===== config.mk =====
export PLATFORM = sky130hd
export DESIGN_NAME = ball_field_flat
export DESIGN_NICKNAME = d
export VERILOG_FILES = /design/src/rtl/ball_field_pkg.sv /design/src/rtl/ball_field_if.sv /design/src/rtl/ball_physics_step.sv /design/src/rtl/ball_field.sv /design/src/flat_wrapper.sv
export SDC_FILE = /design/constraint.sdc
export NUM_CORES = 2
export LEC_CHECK = 0
export BUFFER_PORTS_ARGS = -buffer_cell sky130_fd_sc_hd__buf_2
export CELL_PAD_IN_SITES_DETAIL_PLACEMENT = 0
export CELL_PAD_IN_SITES_GLOBAL_PLACEMENT = 2
export CORE_MARGIN = 2
export CORE_UTILIZATION = 43
export DETAILED_ROUTE_END_ITERATION = 16
export GPL_TIMING_DRIVEN = 1
export PLACE_DENSITY_LB_ADDON = 0.1
export SYNTH_ARGS = -nofsm -noshare
export SYNTH_HDL_FRONTEND = slang
export SYNTH_SLANG_ARGS = --single-unit
export TNS_END_PERCENT = 1

===== constraint.sdc =====
create_clock -name clk -period 24 [get_ports clk]
set_input_delay 2.4 -clock clk [delete_from_list [all_inputs] [get_ports clk]]
set_output_delay 2.4 -clock clk [all_outputs]
set_load 0.03 [all_outputs]

===== src/rtl/ball_field_pkg.sv =====
// Shared types and helpers for the N-ball physics/render engine.
// Positions and velocities are signed fixed point with FRAC_BITS fractional bits.
package ball_field_pkg;

    localparam int FRAC_BITS = 6;
    localparam int COORD_W   = 16;

    typedef logic [15:0]               rgb565_t;
    typedef logic signed [COORD_W-1:0] coord_t;
    typedef logic [5:0]                radius_t;

    typedef struct packed {
        coord_t  x;
        coord_t  y;
        coord_t  vx;
        coord_t  vy;
        radius_t radius;
        rgb565_t color;
        logic    en;
    } ball_state_t;

    typedef enum logic {
        IDLE,
        SWEEP
    } fsm_state_t;

    function automatic coord_t pix_to_fix(input logic [8:0] px);
        return coord_t'({{(COORD_W-9){1'b0}}, px}) <<< FRAC_BITS;
    endfunction

    function automatic logic [31:0] sq32(input coord_t v);
        logic signed [31:0] w;
        w = 32'(v);
        return w * w;
    endfunction

endpackage


===== src/rtl/ball_field_if.sv =====
// Config, pixel query/result and status bundle between the engine and its host.
interface ball_field_if
    import ball_field_pkg::*;
#(
    parameter int NUM_BALLS = 4,
    parameter int IDX_W     = (NUM_BALLS > 1) ? $clog2(NUM_BALLS) : 1
);
    logic                 tick;
    logic                 cfg_we;
    logic [IDX_W-1:0]     cfg_idx;
    logic [8:0]           cfg_x;
    logic [7:0]           cfg_y;
    coord_t               cfg_vx;
    radius_t              cfg_radius;
    rgb565_t              cfg_color;
    logic                 cfg_en;
    logic                 px_valid;
    logic [8:0]           px_x;
    logic [7:0]           px_y;
    logic                 frame_sync;
    logic                 out_valid;
    logic [NUM_BALLS-1:0] out_hit;
    rgb565_t              out_color;
    logic                 busy;
    logic                 overrun;

    modport master (
        output tick, cfg_we, cfg_idx, cfg_x, cfg_y, cfg_vx, cfg_radius, cfg_color, cfg_en,
        output px_valid, px_x, px_y, frame_sync,
        input  out_valid, out_hit, out_color, busy, overrun
    );

    modport slave (
        input  tick, cfg_we, cfg_idx, cfg_x, cfg_y, cfg_vx, cfg_radius, cfg_color, cfg_en,
        input  px_valid, px_x, px_y, frame_sync,
        output out_valid, out_hit, out_color, busy, overrun
    );

endinterface


===== src/rtl/ball_physics_step.sv =====
// Combinational one-tick update of a single ball: move, bounce off the walls, apply gravity.
// Zero latency; disabled slots pass through unchanged.
module ball_physics_step
    import ball_field_pkg::*;
#(
    parameter int SCREEN_W = 320,
    parameter int SCREEN_H = 240,
    parameter int TOP_Y    = 32,
    parameter int GRAVITY  = 1
) (
    input  ball_state_t cur_i,
    output ball_state_t nxt_o
);

    localparam coord_t MAXX_BASE = coord_t'((SCREEN_W - 1) << FRAC_BITS);
    localparam coord_t MINY_BASE = coord_t'(TOP_Y << FRAC_BITS);
    localparam coord_t MAXY_BASE = coord_t'((SCREEN_H - 1) << FRAC_BITS);
    localparam coord_t GRAV      = coord_t'(GRAVITY);

    coord_t r_fix;
    coord_t nx;
    coord_t ny;

    always_comb begin
        r_fix = coord_t'({{(COORD_W-6){1'b0}}, cur_i.radius}) <<< FRAC_BITS;
        nx    = cur_i.x + cur_i.vx;
        ny    = cur_i.y - cur_i.vy;
        nxt_o = cur_i;
        if (cur_i.en) begin
            if (nx < r_fix || nx > MAXX_BASE - r_fix) begin
                nxt_o.vx = -cur_i.vx;
            end else begin
                nxt_o.x = nx;
            end
            // Screen y grows downward while vy is "up", hence y - vy.
            if (ny < MINY_BASE + r_fix || ny > MAXY_BASE - r_fix) begin
                nxt_o.vy = -cur_i.vy - GRAV;
            end else begin
                nxt_o.y  = ny;
                nxt_o.vy = cur_i.vy - GRAV;
            end
        end
    end

endmodule


===== src/rtl/ball_field.sv =====
// N-ball engine: one-ball-per-cycle physics sweep per tick, 2-cycle render pipeline, no backpressure.
// Optional BALL_FIELD_SHADOW_EN renders from a frame_sync-latched shadow copy for tear-free frames.
module ball_field
    import ball_field_pkg::*;
#(
    parameter int NUM_BALLS = 4,
    parameter int SCREEN_W  = 320,
    parameter int SCREEN_H  = 240,
    parameter int TOP_Y     = 32,
    parameter int GRAVITY   = 1
) (
    input  logic        clk,
    input  logic        reset,
    ball_field_if.slave bus
);

    localparam int               IDX_W    = (NUM_BALLS > 1) ? $clog2(NUM_BALLS) : 1;
    localparam logic [IDX_W-1:0] LAST_IDX = IDX_W'(NUM_BALLS - 1);

    ball_state_t      slot_q [NUM_BALLS];
    ball_state_t      slot_d [NUM_BALLS];
    ball_state_t      cfg_slot;
    ball_state_t      phys_nxt;
    fsm_state_t       state_q;
    logic [IDX_W-1:0] idx_q;
    logic             busy_q;
    logic             overrun_q;

    ball_physics_step #(
        .SCREEN_W (SCREEN_W),
        .SCREEN_H (SCREEN_H),
        .TOP_Y    (TOP_Y),
        .GRAVITY  (GRAVITY)
    ) u_step (
        .cur_i (slot_q[idx_q]),
        .nxt_o (phys_nxt)
    );

    always_ff @(posedge clk or posedge reset) begin
        if (reset) begin
            state_q   <= IDLE;
            idx_q     <= '0;
            busy_q    <= 1'b0;
            overrun_q <= 1'b0;
        end else begin
            case (state_q)
                IDLE: begin
                    if (bus.tick) begin
                        state_q <= SWEEP;
                        idx_q   <= '0;
                        busy_q  <= 1'b1;
                    end
                end
                SWEEP: begin
                    if (bus.tick) begin
                        overrun_q <= 1'b1;
                    end
                    if (idx_q == LAST_IDX) begin
                        state_q <= IDLE;
                        idx_q   <= '0;
                        busy_q  <= 1'b0;
                    end else begin
                        idx_q <= idx_q + 1'b1;
                    end
                end
                default: state_q <= IDLE;
            endcase
        end
    end

    always_comb begin
        cfg_slot.x      = pix_to_fix(bus.cfg_x);
        cfg_slot.y      = pix_to_fix({1'b0, bus.cfg_y});
        cfg_slot.vx     = bus.cfg_vx;
        cfg_slot.vy     = '0;
        cfg_slot.radius = bus.cfg_radius;
        cfg_slot.color  = bus.cfg_color;
        cfg_slot.en     = bus.cfg_en;
        slot_d = slot_q;
        if (state_q == SWEEP) begin
            slot_d[idx_q] = phys_nxt;
        end
        // Applied last so a host write to the slot being swept takes priority.
        if (bus.cfg_we) begin
            slot_d[bus.cfg_idx] = cfg_slot;
        end
    end

    always_ff @(posedge clk or posedge reset) begin
        if (reset) begin
            for (int k = 0; k < NUM_BALLS; k++) begin
                slot_q[k] <= '0;
            end
        end else begin
            slot_q <= slot_d;
        end
    end

    coord_t  rnd_x  [NUM_BALLS];
    coord_t  rnd_y  [NUM_BALLS];
    radius_t rnd_r  [NUM_BALLS];
    logic    rnd_en [NUM_BALLS];

`ifdef BALL_FIELD_SHADOW_EN
    coord_t  shd_x_q  [NUM_BALLS];
    coord_t  shd_y_q  [NUM_BALLS];
    radius_t shd_r_q  [NUM_BALLS];
    logic    shd_en_q [NUM_BALLS];
    logic    sync_pend_q;
    logic    copy_now;

    // A frame_sync seen mid-sweep is held until the sweep has finished.
    assign copy_now = !busy_q && (bus.frame_sync || sync_pend_q);

    always_ff @(posedge clk or posedge reset) begin
        if (reset) begin
            sync_pend_q <= 1'b0;
            for (int k = 0; k < NUM_BALLS; k++) begin
                shd_x_q[k]  <= '0;
                shd_y_q[k]  <= '0;
                shd_r_q[k]  <= '0;
                shd_en_q[k] <= 1'b0;
            end
        end else if (copy_now) begin
            sync_pend_q <= 1'b0;
            for (int k = 0; k < NUM_BALLS; k++) begin
                shd_x_q[k]  <= slot_q[k].x;
                shd_y_q[k]  <= slot_q[k].y;
                shd_r_q[k]  <= slot_q[k].radius;
                shd_en_q[k] <= slot_q[k].en;
            end
        end else if (bus.frame_sync) begin
            sync_pend_q <= 1'b1;
        end
    end

    always_comb begin
        for (int k = 0; k < NUM_BALLS; k++) begin
            rnd_x[k]  = shd_x_q[k];
            rnd_y[k]  = shd_y_q[k];
            rnd_r[k]  = shd_r_q[k];
            rnd_en[k] = shd_en_q[k];
        end
    end
`else
    logic unused_frame_sync;
    assign unused_frame_sync = bus.frame_sync;

    always_comb begin
        for (int k = 0; k < NUM_BALLS; k++) begin
            rnd_x[k]  = slot_q[k].x;
            rnd_y[k]  = slot_q[k].y;
            rnd_r[k]  = slot_q[k].radius;
            rnd_en[k] = slot_q[k].en;
        end
    end
`endif

    coord_t               qx;
    coord_t               qy;
    logic                 vld_s1_q;
    coord_t               dx_q   [NUM_BALLS];
    coord_t               dy_q   [NUM_BALLS];
    radius_t              r_s1_q [NUM_BALLS];
    rgb565_t              col_s1_q [NUM_BALLS];
    logic [NUM_BALLS-1:0] en_s1_q;
    logic [NUM_BALLS-1:0] hit_d;
    rgb565_t              color_d;
    logic                 out_valid_q;
    logic [NUM_BALLS-1:0] out_hit_q;
    rgb565_t              out_color_q;

    assign qx = coord_t'({{(COORD_W-9){1'b0}}, bus.px_x});
    assign qy = coord_t'({{(COORD_W-8){1'b0}}, bus.px_y});

    always_comb begin
        hit_d   = '0;
        color_d = '0;
        for (int k = NUM_BALLS - 1; k >= 0; k--) begin
            hit_d[k] = en_s1_q[k] &&
                       (sq32(dx_q[k]) + sq32(dy_q[k]) <= 32'(r_s1_q[k]) * 32'(r_s1_q[k]));
            if (hit_d[k]) begin
                color_d = col_s1_q[k];
            end
        end
    end

    always_ff @(posedge clk or posedge reset) begin
        if (reset) begin
            vld_s1_q    <= 1'b0;
            en_s1_q     <= '0;
            out_valid_q <= 1'b0;
            out_hit_q   <= '0;
            out_color_q <= '0;
            for (int k = 0; k < NUM_BALLS; k++) begin
                dx_q[k]     <= '0;
                dy_q[k]     <= '0;
                r_s1_q[k]   <= '0;
                col_s1_q[k] <= '0;
            end
        end else begin
            vld_s1_q <= bus.px_valid;
            for (int k = 0; k < NUM_BALLS; k++) begin
                dx_q[k]     <= (rnd_x[k] >>> FRAC_BITS) - qx;
                dy_q[k]     <= (rnd_y[k] >>> FRAC_BITS) - qy;
                r_s1_q[k]   <= rnd_r[k];
                col_s1_q[k] <= slot_q[k].color;
                en_s1_q[k]  <= rnd_en[k];
            end
            out_valid_q <= vld_s1_q;
            out_hit_q   <= hit_d;
            out_color_q <= color_d;
        end
    end

    assign bus.out_valid = out_valid_q;
    assign bus.out_hit   = out_hit_q;
    assign bus.out_color = out_color_q;
    assign bus.busy      = busy_q;
    assign bus.overrun   = overrun_q;

endmodule


===== src/flat_wrapper.sv =====
// flat-port wrapper written by rule: the top's interface ports become plain ports
module ball_field_flat import ball_field_pkg::*;
#(
    parameter int NUM_BALLS = 4,
    parameter int SCREEN_W  = 320,
    parameter int SCREEN_H  = 240,
    parameter int TOP_Y     = 32,
    parameter int GRAVITY   = 1
)
  (clk, reset, bus_tick, bus_cfg_we, bus_cfg_idx, bus_cfg_x, bus_cfg_y, bus_cfg_vx, bus_cfg_radius, bus_cfg_color, bus_cfg_en, bus_px_valid, bus_px_x, bus_px_y, bus_frame_sync, bus_out_valid, bus_out_hit, bus_out_color, bus_busy, bus_overrun);
  ball_field_if #(.NUM_BALLS(NUM_BALLS)) bus_i ();
  input  logic clk;
  input  logic reset;
  input wire logic [$bits(bus_i.tick)-1:0] bus_tick;
  input wire logic [$bits(bus_i.cfg_we)-1:0] bus_cfg_we;
  input wire logic [$bits(bus_i.cfg_idx)-1:0] bus_cfg_idx;
  input wire logic [$bits(bus_i.cfg_x)-1:0] bus_cfg_x;
  input wire logic [$bits(bus_i.cfg_y)-1:0] bus_cfg_y;
  input wire logic [$bits(bus_i.cfg_vx)-1:0] bus_cfg_vx;
  input wire logic [$bits(bus_i.cfg_radius)-1:0] bus_cfg_radius;
  input wire logic [$bits(bus_i.cfg_color)-1:0] bus_cfg_color;
  input wire logic [$bits(bus_i.cfg_en)-1:0] bus_cfg_en;
  input wire logic [$bits(bus_i.px_valid)-1:0] bus_px_valid;
  input wire logic [$bits(bus_i.px_x)-1:0] bus_px_x;
  input wire logic [$bits(bus_i.px_y)-1:0] bus_px_y;
  input wire logic [$bits(bus_i.frame_sync)-1:0] bus_frame_sync;
  output wire logic [$bits(bus_i.out_valid)-1:0] bus_out_valid;
  output wire logic [$bits(bus_i.out_hit)-1:0] bus_out_hit;
  output wire logic [$bits(bus_i.out_color)-1:0] bus_out_color;
  output wire logic [$bits(bus_i.busy)-1:0] bus_busy;
  output wire logic [$bits(bus_i.overrun)-1:0] bus_overrun;
  assign bus_i.tick = bus_tick;
  assign bus_i.cfg_we = bus_cfg_we;
  assign bus_i.cfg_idx = bus_cfg_idx;
  assign bus_i.cfg_x = bus_cfg_x;
  assign bus_i.cfg_y = bus_cfg_y;
  assign bus_i.cfg_vx = bus_cfg_vx;
  assign bus_i.cfg_radius = bus_cfg_radius;
  assign bus_i.cfg_color = bus_cfg_color;
  assign bus_i.cfg_en = bus_cfg_en;
  assign bus_i.px_valid = bus_px_valid;
  assign bus_i.px_x = bus_px_x;
  assign bus_i.px_y = bus_px_y;
  assign bus_i.frame_sync = bus_frame_sync;
  assign bus_out_valid = bus_i.out_valid;
  assign bus_out_hit = bus_i.out_hit;
  assign bus_out_color = bus_i.out_color;
  assign bus_busy = bus_i.busy;
  assign bus_overrun = bus_i.overrun;
  ball_field #(.NUM_BALLS(NUM_BALLS), .SCREEN_W(SCREEN_W), .SCREEN_H(SCREEN_H), .TOP_Y(TOP_Y), .GRAVITY(GRAVITY)) u_core (.clk(clk), .reset(reset), .bus(bus_i));
endmodule

# Word-level counts from Yosys, hierarchy flattened
# Cells that the tools add are included.
# op_classes
addsub,22
mul,12
order_cmp,12
eq_ne,3
mux,29
bitwise_logic,3
reduce_logical,10
# op_table
operator,count
bitwise mux 348 bit,2
two-way mux 348 bit,2
demux 87 bit (select 2 bit),2
two-way mux 87 bit,4
multiplier 11 x 11 -> 22 bit,8
binary-select mux 87 bit (select 2 bit),1
adder 32 bit,4
less-or-equal comparator 32 x 12 -> 1 bit,4
two-way mux 16 bit,8
two-way mux 64 bit,1
multiplier 6 x 6 -> 12 bit,4
subtractor 10 x 10 -> 11 bit,4
subtractor 10 x 9 -> 11 bit,4
negation 16 bit,2
subtractor 16 x 2 -> 16 bit (second input constant),2
adder 16 bit,1
greater-than comparator 16 x 15 -> 1 bit,1
greater-than comparator 16 bit,1
< comparator 16 x 13 -> 1 bit,1
< comparator 16 x 14 -> 1 bit,1
subtractor 15 x 12 -> 16 bit (first input constant),1
subtractor 16 bit,1
subtractor 14 x 12 -> 15 bit (first input constant),1
adder 12 x 12 -> 13 bit (first input constant),1
14 further kinds,30
# word_totals
reg_bits,555
input_bits,81
output_inout_bits,23
elab_cells,144

# Logic depth before layout (Yosys ltp)
# depth
depth_word,13
depth_mapped,38
depth_no_buf,37

# Cells and area by module
# From an unflattened synthesis, not the netlist that was laid out.
# unflattened
cells_unflattened,7413
hier_area_um2,69943.3
# by_module_without_submodules
module,n_inst,cells_per_inst,area_per_inst_um2,seq_area_each_um2
ball_field,1,6918,66382.4,13888.3
ball_physics_step,1,495,3560.9,0.0

# Worst setup path before layout
# OpenSTA, ideal clock, no wires.
# synth_timing
kind,register to register
from,reg u_core.dy_q[36] in the netlist's numbering
to,reg u_core.out_color_q[10] (netlist: u_core.bus.out_color[10])
setup_time_ps,125
arrival_ps,7967
required_time_ps,23875
setup_slack_ps,15908
stages_incl_launch_ff,34
path_buffers,3
period_less_slack_ps,8092
cell_sequence,dfrtp_1 clkbuf_1 and2_1 fa_1 ha_1 fa_1 inv_1 fa_1 inv_1 fa_1 ha_1 a21o_1 a21oi_1 o21bai_1 a21o_1 xor2_1 ha_1 and2_1 a22o_1 a31o_1 nor2_1 xnor2_1 ha_1 nand2_1 nor3_1 nand4_1 a2111o_1 a221o_1 or4_1 a2111o_1 buf_6 buf_8 mux2_4 mux2_4
# synth_via
elab_chain_len,6
# synth_lines
element,line,text
from (decl),ball_field.sv:163,coord_t dy_q [NUM_BALLS];
"from (signal, indexed assignment)",ball_field.sv:205,dy_q[k] <= (rnd_y[k] >>> FRAC_BITS) - qy;
multiplier 11 x 11 -> 22 bit,ball_field_pkg.sv:34,return w * w;
adder 32 bit,ball_field.sv:181,(sq32(dx_q[k]) + sq32(dy_q[k]) <= 32'(r_s1_q[k]) * 32'(r_s1_q[k]));
less-or-equal comparator 32 x 12 -> 1 bit,ball_field.sv:181,
logical AND 1 bit,ball_field.sv:180,hit_d[k] = en_s1_q[k] &&
two-way mux 16 bit (2 in series),ball_field.sv:182,if (hit_d[k]) begin
net u_core.color_d[10],ball_field.sv:168,rgb565_t color_d;
to (signal assigned),ball_field.sv:212,out_color_q <= color_d;
to (decl),ball_field.sv:171,rgb565_t out_color_q;
# The timed path passes the listed nets, and every way through them passes these cells.
# A chain may end at the register's enable or synchronous reset.

# Worst setup path after layout
# layout_timing
from,reg u_core.dx_q[4] in the netlist's numbering
to,reg u_core.out_color_q[14] (netlist: u_core.bus.out_color[14])
# layout_via
elab_chain_len,8
# layout_lines
element,line,text
from (decl),ball_field.sv:162,coord_t dx_q [NUM_BALLS];
"from (signal, indexed assignment)",ball_field.sv:204,dx_q[k] <= (rnd_x[k] >>> FRAC_BITS) - qx;
multiplier 11 x 11 -> 22 bit,ball_field_pkg.sv:34,
adder 32 bit,ball_field.sv:181,
less-or-equal comparator 32 x 12 -> 1 bit,ball_field.sv:181,
logical AND 1 bit,ball_field.sv:180,
two-way mux 16 bit (4 in series),ball_field.sv:182,
net u_core.color_d[14],ball_field.sv:168,
# The timed path passes the listed nets, and every way through them passes these cells.

==> flow_summary.toml <==
[logic_synthesis]
synthXorXnorAreaFrac = 0.0478
yosys_most_used_dff = "dfrtp_1"
synth_top_area_frac = 0.255
synth_nets = 9096
yosysTopAreaCell = "fa_1"
synth-simple-area-share = 0.131
yosys_register_bits = 555
synthAdderAreaFrac = 0.375
syn_inst = 7463
synth_common_cells = "inv_1, fa_1, ha_1, nand2_1, dfrtp_1"
synth.most_common_cell = "inv_1"
ys_types = 83
yosys-top-cells-area = "fa_1, dfrtp_1, ha_1"
synthArstFlopShare = 1.00
syn_area_per_cell_um2 = 9.32
synth-edff-count = 0
yosysSeqAreaShare = 0.200
synth_top_family_by_area = "adder cells"
synthMuxAreaShare = 0.0416
synth-compound-area-share = 0.115
syn_area_um2 = 69600
ys_warn_count = 0

[final_layout]
syn_to_final_growth_pct = 7.01
n_fill_cell = 15504
final_cell_area_um2 = 74500
layout.cells.non_filler = 9628
drive_gt1_frac = 0.0610
nNetsFinal = 9045

[routing]
first_iter_violations = 2943
first_pass_iters = 5
vias = 51287
drc = 0
wl_um = 195000
vias_per_cell = 5.33
drtAntennaViolNets = 0
wl_per_cell_um = 20.2

[timing]
skew_ns = 0.0413
tns_ns = 0
tightestPinTransition_ns = 1.09
drv_slew = 0
relSlewSlack = 0.276
rsz0062_at_grt = "no"
timing.final.crit_share = 0.388
timing.final.ws_setup_ns = 14.70
layout_min_cycle_time_ns = 9.30
setup_violations = 0
max_freq_mhz = 107
final_hold_viol_count = 0

[cts]
clock_path_buffers = 3
clk_latency_ns = 0.68
cts_tree = "done"
cts_buffers = 67
cts_sinks = 555
htree_levels = 3
post_cts_buffers = 0
ctsResizeCount = 0
cts_root_buf = "clkbuf_16"
path_clk_slew_ns = 0.06
cts_hold_buf = 0

[global_route]
grt_pass1_vias = 53767
grt_pass1_wl_um = 312000
grt.overflow.total = 0
grt_max_degree = 96
antenna_found_initial = 29
grt_use_total = 0.243

[floorplanning]
die-area_um2 = 165000
io-pin-count = 104
row_count = 147
die_h_um = 406
coreArea_um2 = 161000
initial_core_util = 0.433
die_w_um = 406

[setup_path]
critPathSlowestCell = "o41ai_1"
crit_required_ns = 24.60
cp_slowest_stage_delay_ns = 0.63
crit_path_max_fanout = 17
crit_type = "reg -> reg"
cp.arrival_ns = 9.91
start_kind = "flop"
crit_path_end_kind = "flop"

[place]
dp_hpwl_um = 149000
numPortBuffers = 102
dp.cells = 9503
dp_slack_ns = 14.84
dpl_cell_area_um2 = 72200
gp_congestion = 0.836

[min_path]
hold_path.class = "reg -> reg"

[run]
drv_cap = 0

[outcome]
status = "complete, no violations"
sequential cells by signal (all words and copies together) (netlist names):
register / count
u_core.slot_q: 192
u_core.col_s1_q: 64
u_core.rnd_x: 64
u_core.rnd_y: 64
u_core.dx_q: 44
u_core.dy_q: 44
u_core.r_s1_q: 24
u_core.rnd_r: 24
u_core.bus.out_color: 16
u_core.bus.out_hit: 4
u_core.en_s1_q: 4
u_core.rnd_en: 4
u_core.idx_q: 2
u_core.bus.busy: 1
u_core.bus.out_valid: 1
u_core.bus.overrun: 1
u_core.state_q: 1
u_core.vld_s1_q: 1
metrics by stage:
step	hold WS (ns)	util
CTS	0.363	0.464
global placement	0.333	0.450
finish	0.356	0.464
global route	0.370	0.464
floorplan	0.331	-
detailed placement	0.350	0.450
cell families after synthesis:
| family | Yosys count |
|---|---|
| adder cells (fa/ha/maj) | 1552 |
| flip-flops | 555 |
| XOR/XNOR | 380 |
| buffers and inverters | 1669 |
| multiplexers | 168 |
| AND/OR/NAND/NOR | 1866 |
| AO/OA/AOI/OAI | 1273 |
layout make-up:
class / count / area, µm² / area share
clock buffer: 91 / 1900 / 0.0255
clock inverter: 26 / 335 / 0.00450
sequential: 555 / 13900 / 0.187
inverter: 1402 / 5270 / 0.0708
timing repair buffer: 147 / 848 / 0.0114
tap: 2160 / 2700 / 0.0363
multi-input combinational: 5239 / 49500 / 0.665
antenna: 8 / 20.0 / 0.000269
path summary, 6_finish.rpt:
check / startpoint / end / slack, ns / depth (start not counted)
worst max-delay path: u_core.dx_q[4] / u_core.bus.out_color[14] / 14.70 / 33
worst min-delay path: u_core.vld_s1_q / u_core.bus.out_valid / 0.36 / 0
worst max register to register: u_core.dx_q[4] / u_core.bus.out_color[14] / 14.70 / 33
worst min register to register: u_core.vld_s1_q / u_core.bus.out_valid / 0.36 / 0
max in group asynchronous: reset / u_core.col_s1_q[40] / 19.03 / 5
min in group asynchronous: reset / u_core.r_s1_q[7] / 1.92 / 2
cells in the final DEF (no fill, tap or decap), types with 35 or more instances in the layout:
cell type     n
inv_1      1401
fa_1        888
ha_1        664
nand2_1     648
dfrtp_1     553
a21oi_1     402
nor2_1      363
o21ai_0     284
xnor2_1     279
and2_1      236
a21o_1      128
a31oi_1     121
nor2b_1     121
buf_2       102
xor2_1      101
and3_1       96
mux4_2       86
nand3_1      83
nand2b_1     75
clkbuf_16    67
nor3_1       65
o21bai_1     51
a221o_1      47
buf_4        45
o21a_1       42
or3_1        39
a211oi_1     35
mux2_2       35
worst max-delay path: cells and delay by family (launching register included):
kind / cells / cell delay, ns
flip-flops: 1 / 0.55
XOR/XNOR: 1 / 0.16
adder cells (fa/ha/maj): 7 / 2.75
buffers and inverters: 4 / 0.62
multiplexers: 2 / 0.29
AO/OA/AOI/OAI: 17 / 4.51
AND/OR/NAND/NOR: 2 / 0.27
metal layers:
layer  track usage  share of wire  up-vias
li1              -              -    24070
met1         0.334           0.45    25930
met2         0.411           0.49     1034
met3        0.0281          0.044      229
met4        0.0551          0.021       24
met5             0        0.00085        -
Power is not shown: default switching activity piles up to over one toggle a cycle in this logic, so the estimate is an artifact.
